==> src/rtl/risc_spm_pkg.sv <==
// risc_spm_pkg: shared word width, opcode constants and FSM state encoding for the risc_spm core
package risc_spm_pkg;

    localparam int WORD_W = 8;

    typedef logic [WORD_W-1:0] word_t;

    localparam logic [3:0] OP_NOP  = 4'h0;
    localparam logic [3:0] OP_ADD  = 4'h1;
    localparam logic [3:0] OP_SUB  = 4'h2;
    localparam logic [3:0] OP_AND  = 4'h3;
    localparam logic [3:0] OP_NOT  = 4'h4;
    localparam logic [3:0] OP_RD   = 4'h5;
    localparam logic [3:0] OP_WR   = 4'h6;
    localparam logic [3:0] OP_BR   = 4'h7;
    localparam logic [3:0] OP_BRZ  = 4'h8;
    localparam logic [3:0] OP_HALT = 4'hF;

    typedef enum logic [2:0] {
        S_IDLE, S_FET1, S_DEC, S_EX1, S_RD1, S_WR1, S_BR1, S_HALT
    } state_t;

    // ALU opcodes occupy the contiguous range ADD..NOT
    function automatic logic is_alu(input logic [3:0] op);
        return (op >= OP_ADD) && (op <= OP_NOT);
    endfunction

endpackage

==> src/rtl/risc_spm_alu.sv <==
// risc_spm_alu: combinational 8-bit ALU; a is R[src], b is R[dest], carry/borrow discarded
module risc_spm_alu
    import risc_spm_pkg::*;
(
    input  logic [3:0] opcode,
    input  word_t      a,
    input  word_t      b,
    output word_t      result,
    output logic       zero
);

    assign result = (opcode == OP_ADD) ? a + b :
                    (opcode == OP_SUB) ? b - a :
                    (opcode == OP_AND) ? a & b :
                    (opcode == OP_NOT) ? ~a    : '0;
    assign zero   = (result == '0);

endmodule

==> src/rtl/risc_spm_core.sv <==
// risc_spm_core: multi-cycle stored-program CPU core; RISC_SPM_INSTR_CNT_EN adds a saturating retired-instruction counter
module risc_spm_core
    import risc_spm_pkg::*;
#(
    parameter logic [7:0] RESET_PC = 8'h00
) (
    input  logic       clk,
    input  logic       rst_n,
    input  logic [7:0] mem_rdata,
    output logic [7:0] mem_addr,
    output logic [7:0] mem_wdata,
    output logic       mem_we,
    output logic       halted
`ifdef RISC_SPM_INSTR_CNT_EN
    ,
    output logic [15:0] instr_cnt
`endif
);

    state_t          state_q;
    word_t           pc_q;
    word_t           ir_q;
    word_t           addr_q;
    logic [3:0][7:0] r_q;
    logic            z_q;
    logic            halted_q;
    logic [3:0]      opcode;
    logic [1:0]      src;
    logic [1:0]      dest;
    logic            dec_two;
    word_t           alu_res;
    logic            alu_zero;

    assign opcode = ir_q[7:4];
    assign src    = ir_q[3:2];
    assign dest   = ir_q[1:0];

    // instructions that consume their address byte and move on to a second execute state
    assign dec_two = (opcode == OP_RD) || (opcode == OP_WR) || (opcode == OP_BR) ||
                     ((opcode == OP_BRZ) && z_q);

    risc_spm_alu u_alu (
        .opcode (opcode),
        .a      (r_q[src]),
        .b      (r_q[dest]),
        .result (alu_res),
        .zero   (alu_zero)
    );

    assign mem_addr  = (state_q inside {S_RD1, S_WR1, S_BR1}) ? addr_q : pc_q;
    assign mem_we    = (state_q == S_WR1);
    assign mem_wdata = mem_we ? r_q[src] : '0;
    assign halted    = halted_q;

    // control FSM together with the architectural registers it updates
    always_ff @(posedge clk or negedge rst_n) begin
        if (!rst_n) begin
            state_q  <= S_IDLE;
            pc_q     <= RESET_PC;
            ir_q     <= '0;
            addr_q   <= '0;
            r_q      <= '0;
            z_q      <= 1'b0;
            halted_q <= 1'b0;
        end else begin
            case (state_q)
                S_IDLE: state_q <= S_FET1;
                S_FET1: begin
                    ir_q    <= mem_rdata;
                    pc_q    <= pc_q + 8'd1;
                    state_q <= S_DEC;
                end
                S_DEC: begin
                    if (is_alu(opcode)) begin
                        state_q <= S_EX1;
                    end else if (opcode == OP_HALT) begin
                        state_q  <= S_HALT;
                        halted_q <= 1'b1;
                    end else if (dec_two) begin
                        addr_q  <= mem_rdata;
                        pc_q    <= pc_q + 8'd1;
                        state_q <= (opcode == OP_RD) ? S_RD1 :
                                   (opcode == OP_WR) ? S_WR1 : S_BR1;
                    end else begin
                        // untaken BRZ skips its address byte; NOP and illegal opcodes just refetch
                        if (opcode == OP_BRZ) pc_q <= pc_q + 8'd1;
                        state_q <= S_FET1;
                    end
                end
                S_EX1: begin
                    r_q[dest] <= alu_res;
                    z_q       <= alu_zero;
                    state_q   <= S_FET1;
                end
                S_RD1: begin
                    r_q[dest] <= mem_rdata;
                    state_q   <= S_FET1;
                end
                S_WR1:  state_q <= S_FET1;
                S_BR1: begin
                    pc_q    <= mem_rdata;
                    state_q <= S_FET1;
                end
                S_HALT: state_q <= S_HALT;
            endcase
        end
    end

`ifdef RISC_SPM_INSTR_CNT_EN
    logic [15:0] cnt_q;
    logic        fet_next;

    assign fet_next  = (state_q inside {S_EX1, S_RD1, S_WR1, S_BR1}) ||
                       ((state_q == S_DEC) && !is_alu(opcode) && (opcode != OP_HALT) && !dec_two);
    assign instr_cnt = cnt_q;

    // count each instruction as it completes back into fetch, saturating at all-ones
    always_ff @(posedge clk or negedge rst_n) begin
        if (!rst_n) cnt_q <= '0;
        else if (fet_next && (cnt_q != 16'hFFFF)) cnt_q <= cnt_q + 16'd1;
    end
`endif

endmodule

==> config.mk <==
export PLATFORM = sky130hd
export DESIGN_NAME = risc_spm_core
export DESIGN_NICKNAME = d
export VERILOG_FILES = /design/src/rtl/risc_spm_pkg.sv /design/src/rtl/risc_spm_alu.sv /design/src/rtl/risc_spm_core.sv
export SDC_FILE = /design/constraint.sdc
export NUM_CORES = 1
export LEC_CHECK = 0
export ABC_AREA = 0
export CORE_MARGIN = 3
export CORE_UTILIZATION = 34
export DETAILED_ROUTE_END_ITERATION = 7
export PLACE_DENSITY = 0.57
export SYNTH_ARGS = -nofsm -noshare
export SYNTH_HDL_FRONTEND = slang
export SYNTH_SLANG_ARGS = --single-unit
export TNS_END_PERCENT = 50
==> constraint.sdc <==
create_clock -name clk -period 4.8 [get_ports clk]
set_clock_uncertainty 0.05 [all_clocks]
set_input_delay 0.96 -clock clk [delete_from_list [all_inputs] [get_ports clk]]
set_output_delay 0.96 -clock clk [all_outputs]
set_load 0.02 [all_outputs]
## Word level (Yosys, flattened, before mapping)

Index checks and enable logic that the tools add are counted.

| storage, ports and cells | value |
|---|---|
| flip-flop bits (word level) | 61 |
| bits of input ports | 10 |
| output and inout bits | 18 |
| logic and storage cells | 82 |

| cells by class | value |
|---|---|
| add/subtract/negate cells | 3 |
| order comparisons | 5 |
| eq/ne operators | 19 |
| mux-type cells | 26 |
| bitwise gates (word level) | 4 |
| reductions and logical operators | 15 |

Operators with widths:

| operator | number |
|---|---|
| $mux W8 | 13 |
| $bwmux W32 | 2 |
| $pmux W32 S2 | 1 |
| $bmux W8 S2 | 2 |
| $pmux W8 S3 | 1 |
| $demux W8 S2 | 1 |
| $eq A4 B3 Y1 const B | 4 |
| $eq A3 B3 Y1 const B | 4 |
| $pmux W3 S4 | 1 |
| $mux W3 | 3 |
| $add A8 B1 Y8 const B | 1 |
| $add A8 B8 Y8 | 1 |
| $and A8 B8 Y8 | 1 |
| $eq A4 B2 Y1 const B | 2 |
| $eq A4 B4 Y1 const B | 2 |
| $logic_not A8 Y1 | 1 |
| $not A8 Y8 | 1 |
| $reduce_and A4 Y1 | 2 |
| $sub A8 B8 Y8 | 1 |
| $eq A3 B2 Y1 const B | 2 |
| $lt A2 B3 Y1 const B | 2 |
| $reduce_bool A3 Y1 | 2 |
| $reduce_or A5 Y1 | 1 |
| $eq A4 B1 Y1 const B | 1 |
| other kinds (13) | 20 |

## Depth between registers and ports, before layout

| logic depth | value |
|---|---|
| depth after elaboration | 9 |
| depth in mapped cells | 13 |
| mapped depth without buffers | 12 |

## Hierarchy

A second synthesis with hierarchy kept.

| second synthesis, totals | value |
|---|---|
| cell total of the unflattened synthesis | 431 |
| area, all modules | 4375.4 um^2 |

By module, submodules not included:

| module | instances | cells an instance | area each (um^2) | seq. area each (um^2) |
|---|---|---|---|---|
| risc_spm_core | 1 | 286 | 3313.2 | 1526.5 |
| risc_spm_alu | 1 | 145 | 1062.3 | 0.0 |

## Least setup slack after synthesis

OpenSTA, ideal clock, no wires.

| timing path | value |
|---|---|
| path kind | reg-to-reg |
| start | register ir_q[0] |
| end | register z_q |
| setup time | 0.066 ns |
| data arrival time | 3.296 ns |
| data required time | 4.684 ns |
| path slack | 1.389 ns |
| stages on the path, launching flop included | 11 |
| buffers on the path | 1 |
| clock period less this slack | 3.411 ns |
| cell sequence | dfrtp_1 buf_1 mux4_2 fa_1 a21o_1 a21oi_1 xnor2_1 a22oi_1 or4_1 nor3_1 a32o_2 |

| on the way | value |
|---|---|
| cells in the longest elaborated chain, start to end | 7 |
| elaborated cells on any way between the ends | 9 |
| classes of those cells | add/sub: 2; mux: 5; bitwise: 1; reduce/logical: 1 |

Ends and longest elaborated chain:

| what | RTL line | RTL |
|---|---|---|
| from (decl) | risc_spm_core.sv:22 | `word_t ir_q;` |
| from (signal assigned) | risc_spm_core.sv:69 | `ir_q <= mem_rdata;` |
| $bmux W8 S2 * | risc_spm_core.sv:45 | `.b (r_q[dest]),` |
| $mux W8 (not written as such) * | risc_spm_core.sv:45 |  |
| parallel branches: the longest is 3 deep, another holds $sub A8 B8 Y8 | n/a |  |
| $mux W8 * | risc_spm_alu.sv:12 | `assign result = (opcode == OP_ADD) ? a + b :` |
| $logic_not A8 Y1 * | risc_spm_alu.sv:16 | `assign zero = (result == '0);` |
| to (signal assigned) | risc_spm_core.sv:92 | `z_q <= alu_zero;` |
| to (decl) | risc_spm_core.sv:25 | `logic z_q;` |

Mark *: on every way between the ends. The select of a mux whose other input is x is not followed.
A chain may end at the register's enable or synchronous reset.

## Worst setup path in the final report

| timing path | value |
|---|---|
| start | register ir_q[0] |
| end | register r_q[4] (netlist name) |

| on the way | value |
|---|---|
| cells in the longest elaborated chain, start to end | 8 |
| elaborated cells on any way between the ends | 16 |
| classes of those cells | add/sub: 2; order compare: 2; mux: 10; bitwise: 1; reduce/logical: 1 |

Ends and longest elaborated chain:

| what | RTL line | RTL |
|---|---|---|
| parallel branches: the longest is 7 deep, another holds $sub A8 B8 Y8 | n/a |  |
| $pmux W32 S2 * | risc_spm_core.sv:66 | `case (state_q)` |
| to (signal, indexed assignment) | risc_spm_core.sv:91 | `r_q[dest] <= alu_res;` |
| to (signal, indexed assignment) | risc_spm_core.sv:96 | `r_q[dest] <= mem_rdata;` |
| to (decl) | risc_spm_core.sv:24 | `logic [3:0][7:0] r_q;` |

Marked as above.

==> flow_results.org <==
** Run status
- Status :: completed

** Setup path
- Most common cell on crit path :: sky130_fd_sc_hd__inv_1
- Critical setup path kind :: reg2reg
- In this run the worst path has a maximum fanout of 13.
- For the worst setup path, the data required time is approximately 4900 ps.
- The cell family contributing the most delay on the critical path is compound AO/OA/AOI/OAI gates.
- STA classifies the critical path startpoint as a register.
- Data arrives at the worst endpoint at 4030 ps.
- Among all stages on the critical path, the largest delay is contributed by sky130_fd_sc_hd__dfrtp_1.
- The signal on the critical path passes through mux4_2 > inv_1 > ha_1 > inv_1 > fa_1 > a21o_1 > a21oi_1 > xnor2_1 > a22oi_1 > o31ai_1 > o21ai_0.
- The worst setup path is captured at a register.
- Delay of the slowest cell on the worst path :: 760 ps
- Crit path buffers/inverters :: 2

** Timing
- Clock period minus worst slack :: 3900 ps
- Count of pins over their slew limit :: 0
- After layout, the worst path uses between 80% and 90% of the clock period.
- In this run the tightest slew margin relative to its limit is 39.5%.
- The tightest hold path in the finished design has a slack of roughly 440 ps.
- Hold violation total from the final report :: 0
- Static timing analysis puts the maximum clock frequency at 0.256 GHz.
- Unrepaired setup endpoints after global routing :: no
- Measured slew at the worst slew-check pin :: 904 ps
- Final setup TNS :: 0 ps
- Total setup violations reported at the end of the flow :: 0

** Layout
- The net count of the finished layout is around 460.
- Relative to the synthesized area, the layout overhead comes to 16.4%.
- Of the cells placed in the final design, the portion with a size suffix greater than 1 is approximately 15%.
- Final Instance Area :: 4740 sq um
- Antenna diode instance count :: 0

** Logic synthesis
- Yosys top cell area share :: between 30% and 40%
- Top cells by instance count after synthesis :: sky130_fd_sc_hd__dfrtp_1 (61), sky130_fd_sc_hd__nand2_1 (53), sky130_fd_sc_hd__o21ai_0 (47)
- Counting every instance in the synthesized netlist gives 420.
- After synthesis, the share of flip-flops with an asynchronous set or reset is 100%.
- Number of distinct library cells after synthesis :: 54
- Counting flops and latches in the post-synthesis netlist gives 61.
- Warning count from the yosys run :: 0
- The mapped netlist covers about 4100 sq um.
- In the post-synthesis netlist, the cell with the most instances is sky130_fd_sc_hd__dfrtp_1.
- Portion of the post-synthesis area used by sequential elements :: 37.5%
- Of all cell types, the one taking the most synthesized area is sky130_fd_sc_hd__dfrtp_1.
- The most used flip-flop cell after synthesis is sky130_fd_sc_hd__dfrtp_1.
- Averaged over all synthesized cells, the footprint is 9.70 sq um.
- Sorting the synthesized cells by area gives the leading types as sky130_fd_sc_hd__dfrtp_1 (37%), sky130_fd_sc_hd__mux2_2 (6.9%), sky130_fd_sc_hd__mux4_2 (6.1%).
- Number of flops mapped to enable cells by yosys :: 0
- When the netlist entered floorplanning its net count stood at 448.

** Power and ir drop
- Reported leakage power :: 1.99 nW
- For this design the ratio of total power to cell area is 843 nW/um^2.
- VDD sags by at most between 0.0002 and 0.0003 V.
- After layout, the design draws a total of 0.00400 W.

** Floorplanning
- Effective utilization at floorplan :: about a third
- Die X :: between 100 and 150 um
- After floorplanning, the core was divided into 39 placement rows.
- Die boundary height :: roughly 120 um
- The die covers between 10000 and 15000 sq um.
- The floorplan step defined a core boundary enclosing 11600 sq um.
- 28 I/O pins were placed.

** Global routing
- Global-route wire length before repair :: approximately 17000 um
- Remaining Overflow, GRT :: 0
- Pin count of the biggest net entering global routing :: 37
- In the global route stage, overall resource usage came out at 16.8%.
- The number of antenna violations at the first check in global routing was 0.
- Vias in the first global route :: 3205

** Clock tree
- TritonCTS built the clock tree.
- Number of buffers on the longest clock path :: 2
- # clock sinks :: between 60 and 70
- The H-tree generated during clock tree synthesis spans 3 levels.
- Clock transition time at the flip-flop clock pins of the worst setup and hold paths :: 60 ps
- The clock reaches the later pin of the worst-skew pair after about 330 ps.
- Hold_buf cts :: 0
- After clock tree synthesis, the setup repair step added 0 buffers.
- Number of cells upsized or downsized after cts :: 0
- Clock buffer count from CTS :: 9
- CTS root buffer :: sky130_fd_sc_hd__clkbuf_16

** Hold path
- In this run the worst hold path is classified as reg2reg.

** Drt
- Detailed routing inserted a total of 3274 vias.
- Once detail routing completed, the nets flagged for antenna violations numbered 0.
- Average via count per standard cell :: 5.63
- After detailed routing, the total wire length is 10300 um.
- Dividing the detail-routed wire length by the instance count gives 17.7 um.
- The pre-antenna-repair detailed-routing pass consisted of 4 iterations.
- DRC :: 0
- First DRT Iteration DRCs :: just under 400

** Placed design
- Number of port buffers :: 27
- GPL Wtd Cong :: 0.937
- Placed standard-cell area :: around 4400 sq um
- The wire-length estimate of the detail-placed layout is 7700 um.

** Job
- Max-cap violations :: 0
worst paths after layout:
check,from,to,slack (ps),depth (start not counted)
worst min-delay path,halted$_DFFE_PN0P_,halted$_DFFE_PN0P_,440,1
worst max-delay path,ir_q[0]$_DFFE_PN0N_,r_q[4]$_DFFE_PN0P_,900,11
worst max register to register,ir_q[0]$_DFFE_PN0N_,r_q[4]$_DFFE_PN0P_,900,11
worst min register to register,halted$_DFFE_PN0P_,halted$_DFFE_PN0P_,440,1
max in group asynchronous,rst_n,r_q[19]$_DFFE_PN0P_,3240,2
min in group asynchronous,rst_n,addr_q[7]$_DFFE_PN0P_,570,1
layout by cell type (no fill, tap or decap), types with 3 or more instances in the layout:
cell | Yosys | layout
sky130_fd_sc_hd__and2_1 | 4 | 4
sky130_fd_sc_hd__o21ai_0 | 47 | 47
sky130_fd_sc_hd__ha_1 | 16 | 16
sky130_fd_sc_hd__o31ai_1 | 7 | 7
sky130_fd_sc_hd__buf_4 | 1 | 3
sky130_fd_sc_hd__nand3_1 | 13 | 13
sky130_fd_sc_hd__xnor2_1 | 9 | 9
sky130_fd_sc_hd__o22ai_1 | 5 | 5
sky130_fd_sc_hd__nand2b_1 | 5 | 5
sky130_fd_sc_hd__mux2i_1 | 6 | 6
sky130_fd_sc_hd__inv_1 | 14 | 14
sky130_fd_sc_hd__nand2_1 | 53 | 53
sky130_fd_sc_hd__dfrtp_1 | 61 | 61
sky130_fd_sc_hd__a21o_1 | 4 | 4
sky130_fd_sc_hd__clkdlybuf4s50_1 | 0 | 26
sky130_fd_sc_hd__a221oi_1 | 3 | 3
sky130_fd_sc_hd__nor2b_1 | 6 | 6
sky130_fd_sc_hd__nor3_1 | 11 | 11
sky130_fd_sc_hd__nor2_1 | 15 | 15
sky130_fd_sc_hd__mux4_1 | 5 | 5
sky130_fd_sc_hd__mux2_2 | 25 | 25
sky130_fd_sc_hd__clkbuf_16 | 0 | 9
sky130_fd_sc_hd__a21oi_1 | 25 | 25
sky130_fd_sc_hd__and3_1 | 5 | 5
sky130_fd_sc_hd__mux4_2 | 11 | 11
sky130_fd_sc_hd__nand3b_1 | 5 | 5
sky130_fd_sc_hd__a22oi_1 | 3 | 3
sequential cells by signal, indices dropped and copies added, names as in the netlist:
signal	cells
pc_q	8
r_q	32
ir_q	8
halted	1
state_q	3
addr_q	8
z_q	1
cells by family (layout without fill, tap and decap cells):
family | after synthesis | count (layout) | share of synthesized area (%)
AO/OA/AOI/OAI | 113 | 113 | 16.9
buffers and inverters | 41 | 60 | 4.24
multiplexers | 47 | 47 | 17.7
flip-flops | 61 | 61 | 37.5
adder cells (fa/ha/maj) | 18 | 18 | 5.90
AND/OR/NAND/NOR | 131 | 131 | 15.8
XOR/XNOR | 9 | 9 | 1.94
per-stage QoR:
step | utilization, % | std cells | worst slack (ps)
floorplan | - | 420 | 1390
global placement | 38.3 | 566 | 1000
detailed placement | 38.3 | 566 | 932
CTS | 41.0 | 582 | 916
global route | 41.0 | 582 | 731
finish | 41.0 | 582 | 897
per-layer routing:
layer / routed length, um / up-vias / track usage [%]
li1: - / 1575 / -
met1: 4930 / 1630 / 23.6
met2: 4930 / 57 / 26.6
met3: 267 / 12 / 1.88
met4: 176 / 0 / 6.81
met5: 0 / - / 0
where the power goes:
| part | internal [W] | switching, W | leakage, nW |
|---|---|---|---|
| logic | 0.00102 | 0.00122 | 1.07 |
| registers | 0.000745 | 0.000317 | 0.768 |
| clock network | 0.000454 | 0.000235 | 0.153 |
| total | 0.00222 | 0.00177 | 1.99 |
cell type report:
| cell class | count | area [sq um] |
|---|---|---|
| well taps | 143 | 179 |
| clock inverters | 6 | 86.3 |
| clock buffers | 10 | 229 |
| fillers | 1110 | 6830 |
| inverters | 14 | 52.6 |
| flip-flops and latches | 61 | 1530 |
| multi-input cells | 318 | 2380 |
| repair buffers | 30 | 288 |
Power figures use the tool's default switching activity.
